### config.mk
export PLATFORM = sky130hd
export DESIGN_NAME = square_draw_scheduler_flat
export DESIGN_NICKNAME = d
export VERILOG_FILES = /design/src/rtl/square_draw_scheduler_if.sv /design/src/rtl/square_draw_scheduler.sv /design/src/flat_wrapper.sv
export SDC_FILE = /design/constraint.sdc
export NUM_CORES = 1
export LEC_CHECK = 0
export CORE_MARGIN = 4
export CORE_UTILIZATION = 49
export CTS_CLUSTER_DIAMETER = 200
export DETAILED_ROUTE_END_ITERATION = 8
export GPL_TIMING_DRIVEN = 1
export PLACE_DENSITY = 0.86
export SLEW_MARGIN = 0
export SYNTH_ARGS = -nofsm -noshare
export SYNTH_HDL_FRONTEND = slang
export SYNTH_SLANG_ARGS = --single-unit
### constraint.sdc
create_clock -name clk -period 5.6 [get_ports clk]
set_input_delay 0.56 -clock clk [delete_from_list [all_inputs] [get_ports clk]]
set_output_delay 0.56 -clock clk [all_outputs]
set_load 0.01 [all_outputs]
### src/rtl/square_draw_scheduler_if.sv
// rtl/square_draw_scheduler_if.sv - requester and VGA plot bus bundle for the square draw scheduler
interface square_draw_scheduler_if #(
    parameter int NREQ = 4
) ();
    logic [NREQ-1:0]   req;
    logic [8*NREQ-1:0] req_x;
    logic [7*NREQ-1:0] req_y;
    logic [3*NREQ-1:0] req_colour;
    logic [NREQ-1:0]   grant;
    logic [NREQ-1:0]   done;
    logic              busy;
    logic [7:0]        vga_x;
    logic [6:0]        vga_y;
    logic [2:0]        vga_colour;
    logic              plot;

    modport master (
        output req, req_x, req_y, req_colour,
        input  grant, done, busy, vga_x, vga_y, vga_colour, plot
    );

    modport slave (
        input  req, req_x, req_y, req_colour,
        output grant, done, busy, vga_x, vga_y, vga_colour, plot
    );
endinterface

### src/rtl/square_draw_scheduler.sv
// rtl/square_draw_scheduler.sv - round-robin arbiter serialising 4x4 sprite squares onto one VGA plot bus
module square_draw_scheduler #(
    parameter int NREQ = 4
) (
    input logic                   clk,
    input logic                   resetn,
    square_draw_scheduler_if.slave bus
);
    localparam int LW = $clog2(NREQ);

    typedef enum logic [1:0] {IDLE, DRAW, DONE} state_t;

    state_t          state_q, state_d;
    logic [NREQ-1:0] grant_q, grant_d;
    logic [NREQ-1:0] done_q, done_d;
    logic [LW-1:0]   last_q, last_d;
    logic [3:0]      pix_q, pix_d;
    logic [7:0]      base_x_q, base_x_d;
    logic [6:0]      base_y_q, base_y_d;
    logic [2:0]      col_q, col_d;
    logic [7:0]      vga_x_q, vga_x_d;
    logic [6:0]      vga_y_q, vga_y_d;
    logic [2:0]      vga_col_q, vga_col_d;
    logic            plot_q, plot_d;

    logic            win_found;
    logic [LW-1:0]   win_idx;
    logic [LW-1:0]   cidx;
    int              cand;
    logic [7:0]      win_x;
    logic [6:0]      win_y;
    logic [2:0]      win_c;

    // Search starts one past the last winner so no requester can be served twice while another waits.
    always_comb begin
        win_found = 1'b0;
        win_idx   = last_q;
        cand      = 0;
        cidx      = '0;
        for (int k = 1; k <= NREQ; k++) begin
            cand = int'(last_q) + k;
            if (cand >= NREQ) cand = cand - NREQ;
            cidx = LW'(cand);
            if (!win_found && bus.req[cidx]) begin
                win_found = 1'b1;
                win_idx   = cidx;
            end
        end
    end

    assign win_x = bus.req_x[int'(win_idx)*8 +: 8];
    assign win_y = bus.req_y[int'(win_idx)*7 +: 7];
    assign win_c = bus.req_colour[int'(win_idx)*3 +: 3];

    always_comb begin
        state_d   = state_q;
        grant_d   = grant_q;
        done_d    = done_q;
        last_d    = last_q;
        pix_d     = pix_q;
        base_x_d  = base_x_q;
        base_y_d  = base_y_q;
        col_d     = col_q;
        vga_x_d   = vga_x_q;
        vga_y_d   = vga_y_q;
        vga_col_d = vga_col_q;
        plot_d    = plot_q;
        case (state_q)
            IDLE: begin
                if (win_found) begin
                    state_d          = DRAW;
                    grant_d          = '0;
                    grant_d[win_idx] = 1'b1;
                    last_d           = win_idx;
                    pix_d            = 4'd0;
                    base_x_d         = win_x;
                    base_y_d         = win_y;
                    col_d            = win_c;
                    vga_x_d          = win_x;
                    vga_y_d          = win_y;
                    vga_col_d        = win_c;
                    plot_d           = 1'b1;
                end
            end
            DRAW: begin
                pix_d = pix_q + 4'd1;
                if (pix_q == 4'd15) begin
                    state_d = DONE;
                    plot_d  = 1'b0;
                    done_d  = grant_q;
                end else begin
                    // Output registers carry the next pixel so every plot cycle is register-driven.
                    vga_x_d = base_x_q + {6'b0, pix_d[1:0]};
                    vga_y_d = base_y_q + {5'b0, pix_d[3:2]};
                end
            end
            DONE: begin
                state_d = IDLE;
                done_d  = '0;
                grant_d = '0;
            end
            default: state_d = IDLE;
        endcase
    end

    always_ff @(posedge clk or negedge resetn) begin
        if (!resetn) begin
            state_q   <= IDLE;
            grant_q   <= '0;
            done_q    <= '0;
            last_q    <= LW'(NREQ - 1);
            pix_q     <= 4'd0;
            base_x_q  <= 8'd0;
            base_y_q  <= 7'd0;
            col_q     <= 3'd0;
            vga_x_q   <= 8'd0;
            vga_y_q   <= 7'd0;
            vga_col_q <= 3'd0;
            plot_q    <= 1'b0;
        end else begin
            state_q   <= state_d;
            grant_q   <= grant_d;
            done_q    <= done_d;
            last_q    <= last_d;
            pix_q     <= pix_d;
            base_x_q  <= base_x_d;
            base_y_q  <= base_y_d;
            col_q     <= col_d;
            vga_x_q   <= vga_x_d;
            vga_y_q   <= vga_y_d;
            vga_col_q <= vga_col_d;
            plot_q    <= plot_d;
        end
    end

    assign bus.grant      = grant_q;
    assign bus.done       = done_q;
    assign bus.busy       = (state_q != IDLE);
    assign bus.vga_x      = vga_x_q;
    assign bus.vga_y      = vga_y_q;
    assign bus.vga_colour = vga_col_q;
    assign bus.plot       = plot_q;
endmodule

### src/flat_wrapper.sv
// flat-port wrapper written by rule: the top's interface ports become plain ports
module square_draw_scheduler_flat 
#(
    parameter int NREQ = 4
)
  (clk, resetn, bus_req, bus_req_x, bus_req_y, bus_req_colour, bus_grant, bus_done, bus_busy, bus_vga_x, bus_vga_y, bus_vga_colour, bus_plot);
  square_draw_scheduler_if #(.NREQ(NREQ)) bus_i ();
  input logic clk;
  input logic resetn;
  input wire logic [$bits(bus_i.req)-1:0] bus_req;
  input wire logic [$bits(bus_i.req_x)-1:0] bus_req_x;
  input wire logic [$bits(bus_i.req_y)-1:0] bus_req_y;
  input wire logic [$bits(bus_i.req_colour)-1:0] bus_req_colour;
  output wire logic [$bits(bus_i.grant)-1:0] bus_grant;
  output wire logic [$bits(bus_i.done)-1:0] bus_done;
  output wire logic [$bits(bus_i.busy)-1:0] bus_busy;
  output wire logic [$bits(bus_i.vga_x)-1:0] bus_vga_x;
  output wire logic [$bits(bus_i.vga_y)-1:0] bus_vga_y;
  output wire logic [$bits(bus_i.vga_colour)-1:0] bus_vga_colour;
  output wire logic [$bits(bus_i.plot)-1:0] bus_plot;
  assign bus_i.req = bus_req;
  assign bus_i.req_x = bus_req_x;
  assign bus_i.req_y = bus_req_y;
  assign bus_i.req_colour = bus_req_colour;
  assign bus_grant = bus_i.grant;
  assign bus_done = bus_i.done;
  assign bus_busy = bus_i.busy;
  assign bus_vga_x = bus_i.vga_x;
  assign bus_vga_y = bus_i.vga_y;
  assign bus_vga_colour = bus_i.vga_colour;
  assign bus_plot = bus_i.plot;
  square_draw_scheduler #(.NREQ(NREQ)) u_core (.clk(clk), .resetn(resetn), .bus(bus_i));
endmodule
==> impl_metrics.tcl <==
set metrics [dict create \
    crit_chain "clkdlybuf4s50_1 > o211ai_2 > nand2_1 > a211oi_1 > a311o_1 > o311ai_0" \
    h-tree-depth 2 \
    worstMarginPinSlew_ps 1080 \
    antenna_cells 0 \
    fin_crit_sh_pct 55.9 \
    critical_path_class "in -> reg" \
    final_area_um2 4100 \
    die_w_um 86.0 \
    yosys.area.top_type "dfrtp_1" \
    total_power_w 0.00219 \
    dieArea_um2 7390 \
    wl_per_cell_um 17.5 \
    drt_wl_total_mm 8.85 \
    final-setup-viol-count 0 \
    start_util_pct 50.3 \
    drc 0 \
    port_buffers 105 \
    cts_sinks 50 \
    relSlewSlack_pct 27.9 \
    synth_area_um2 2980 \
    dr.pass1.iters 5 \
    final_nets 514 \
    cp-start-kind "primary input" \
    synth-edff-count 0 \
    postSynth.asyncResetShare_pct 100 \
    placed_area_um2 4010 \
    rsz0062_at_grt "false" \
    cp_max_fo 34 \
    cap_viol_max_count 0 \
    p_int_w 0.00122 \
    hold_class "in -> async" \
    clkLatencyLatePin_ps 300 \
    p_leak_nw 1.75 \
    syn_nets 423 \
    die_y_um 86.0 \
    arrival_ps 3270 \
    yosys.area.top_type_share_pct 40.3 \
    cts_setup_buffers 0 \
    postCtsHoldBufs 0 \
    crit_family "compound AO/OA/AOI/OAI gates" \
    hold_viol_final 0 \
    grt_pass1_wl_mm 14.5 \
    grt_pass1_vias 2891 \
    fin_worst_skew_ps 12.6 \
    ys_warn_count 0 \
    cts_resized 0 \
    dp.final_hpwl_mm 6.52 \
    core_area_um2 5920 \
    ys_top_cells_by_count "nand2_1, dfrtp_1, and3_1" \
    power_density_nw_per_um2 534 \
    ys_seq_elements 50 \
    cts_tree "done" \
    sw_frac_of_total_pct 44.2 \
    cp-end-kind "register" \
    vdd_drop_max_mv 0.350 \
    grt_usage_pct 24.5 \
    drtIter0Drc 260 \
    row_count 28 \
    comb_power_share_pct 58.1 \
    fill_cells 462 \
    globalplace.congestion 0.861 \
    timing.fmax_mhz 320 \
    syn_area_per_cell_um2 8.82 \
    syn-instance-count 338 \
    power_frac_clock_pct 9.4 \
    ios 106 \
    slowest_stage "nand2_1" \
    clk_pin_slew_ps 100 \
    synth_cell_type_count 47 \
    fin_tns_setup_ps 0 \
    via_per_inst 5.80 \
    globalRouteOverflowTotal 0 \
    critical_path.max_stage_delay_ps 780 \
    cts_buffers 5 \
    ant_nets 0 \
    crit_buf_inv 1 \
    slew_violations 0 \
    required_ps 5740 \
    antenna_found_initial 0 \
    status "finished, final reports clean" \
    synthMostInstantiatedCell "nand2_1" \
    drive_gt1_share_pct 4.88 \
    power_switching_w 0.000968 \
    root_buffer "clkbuf_8" \
    ys_seq_area_share_pct 42.1 \
    area_growth_pct 37.5 \
    synth_flop_cell "dfrtp_1" \
    min_period_ps 3130 \
    synth.area.top_cells "dfrtp_1, nand2_1, and3_1" \
    ctsLongestPathBuffers 2 \
    power_frac_seq_pct 32.4 \
    grt_max_degree 51 \
    via_count 2930 \
]
state kept, by name, indices dropped and copies added, names as in the netlist, 2 cells and up:
register,count
u_core.bus.grant,4
u_core.last_q,2
u_core.bus.vga_y,7
u_core.bus.vga_x,8
u_core.base_x_q,8
u_core.state_q,2
u_core.bus.vga_colour,3
u_core.bus.done,4
u_core.pix_q,4
u_core.base_y_q,7
worst paths after layout:
| kind | startpoint | endpoint | slack [ps] | cells past startpoint |
|---|---|---|---|---|
| min in group clk | u_core.bus.vga_colour[0] | u_core.bus.vga_colour[0] | 480 | 2 |
| max reg2reg | u_core.last_q[0] | u_core.bus.vga_x[3] | 2730 | 6 |
| max in group asynchronous | resetn | u_core.bus.vga_y[1] | 4480 | 1 |
| max | bus_req[0] | u_core.bus.vga_x[3] | 2470 | 6 |
| min | resetn | u_core.bus.done[3] | 460 | 1 |
| min reg2reg | u_core.bus.vga_colour[0] | u_core.bus.vga_colour[0] | 480 | 2 |
power by group through the flow:
| stage | Sequential [W] | Combinational (W) | Clock (W) |
|---|---|---|---|
| floorplan | 0.000714 | 0.000825 | 0 |
| global placement | 0.000706 | 0.00123 | 0 |
| detailed placement | 0.000708 | 0.00127 | 0 |
| CTS | 0.000706 | 0.00127 | 0.000212 |
| global route | 0.000736 | 0.00142 | 0.000228 |
| finish | 0.000709 | 0.00127 | 0.000207 |
cell families (layout without fill, tap and decap cells):
family,count (synthesis),in the layout,share of synthesized area (%)
adders and majority gates,7,7,3.44
muxes,6,6,2.06
and+or+nand+nor,158,158,24.4
AOI/OAI and AO/OA,77,77,19.7
DFF,50,50,42.1
xor gates and xnor gates,12,12,3.53
buffers and inverters,28,120,4.74
stage by stage:
step	setup WS (ps)	std cells	hold slack (ps)	util, %
after floorplan	3470	338	264	-
after global placement	2270	497	464	67.7
after detailed placement	2210	497	466	67.7
after CTS	2530	505	486	69.2
after global routing	2280	505	523	69.2
final	2470	505	459	69.2
final cells by class:
class	instances	area, µm²	share of cell area (%)
Clock inverter	3	21.3	0.519
Clock buffer	5	68.8	1.68
Inverter	6	22.5	0.549
Multi-Input combinational cell	260	1590	38.7
Timing Repair Buffer	106	1050	25.7
Sequential cell	50	1250	30.6
Tap cell	75	93.8	2.29
cells in the final DEF, fill, tap and decap left out, types with 3 or more instances in the layout:
cell type        count
clkbuf_8             5
dfrtp_1             48
nor2b_1              5
xnor2_1              6
xor2_1               6
inv_1                6
nand2b_1             5
a211o_1              3
and3_1              21
clkdlybuf4s50_1    104
a21oi_1              5
o21ai_0             20
a32oi_1              4
nand2_1             98
nand3_1             14
nor2_1               6
ha_1                 5
a311o_1             10
o311ai_1             7
mux2i_1              5
o31ai_1              3
a211oi_1            14
worst reg2reg max path, delay by kind of cell (launching register included):
| kind | cells | cell delay [ps] |
|---|---|---|
| simple gates | 2 | 890 |
| flops | 1 | 600 |
| compound gates | 4 | 1210 |
routing by layer:
metal  track usage, %  part of all wire (%)
met5                0                     0
met4             4.75                  0.77
met3             4.51                   8.5
met2             40.3                    47
met1             34.0                    44
No activity file was read; power rests on OpenSTA's default activity.
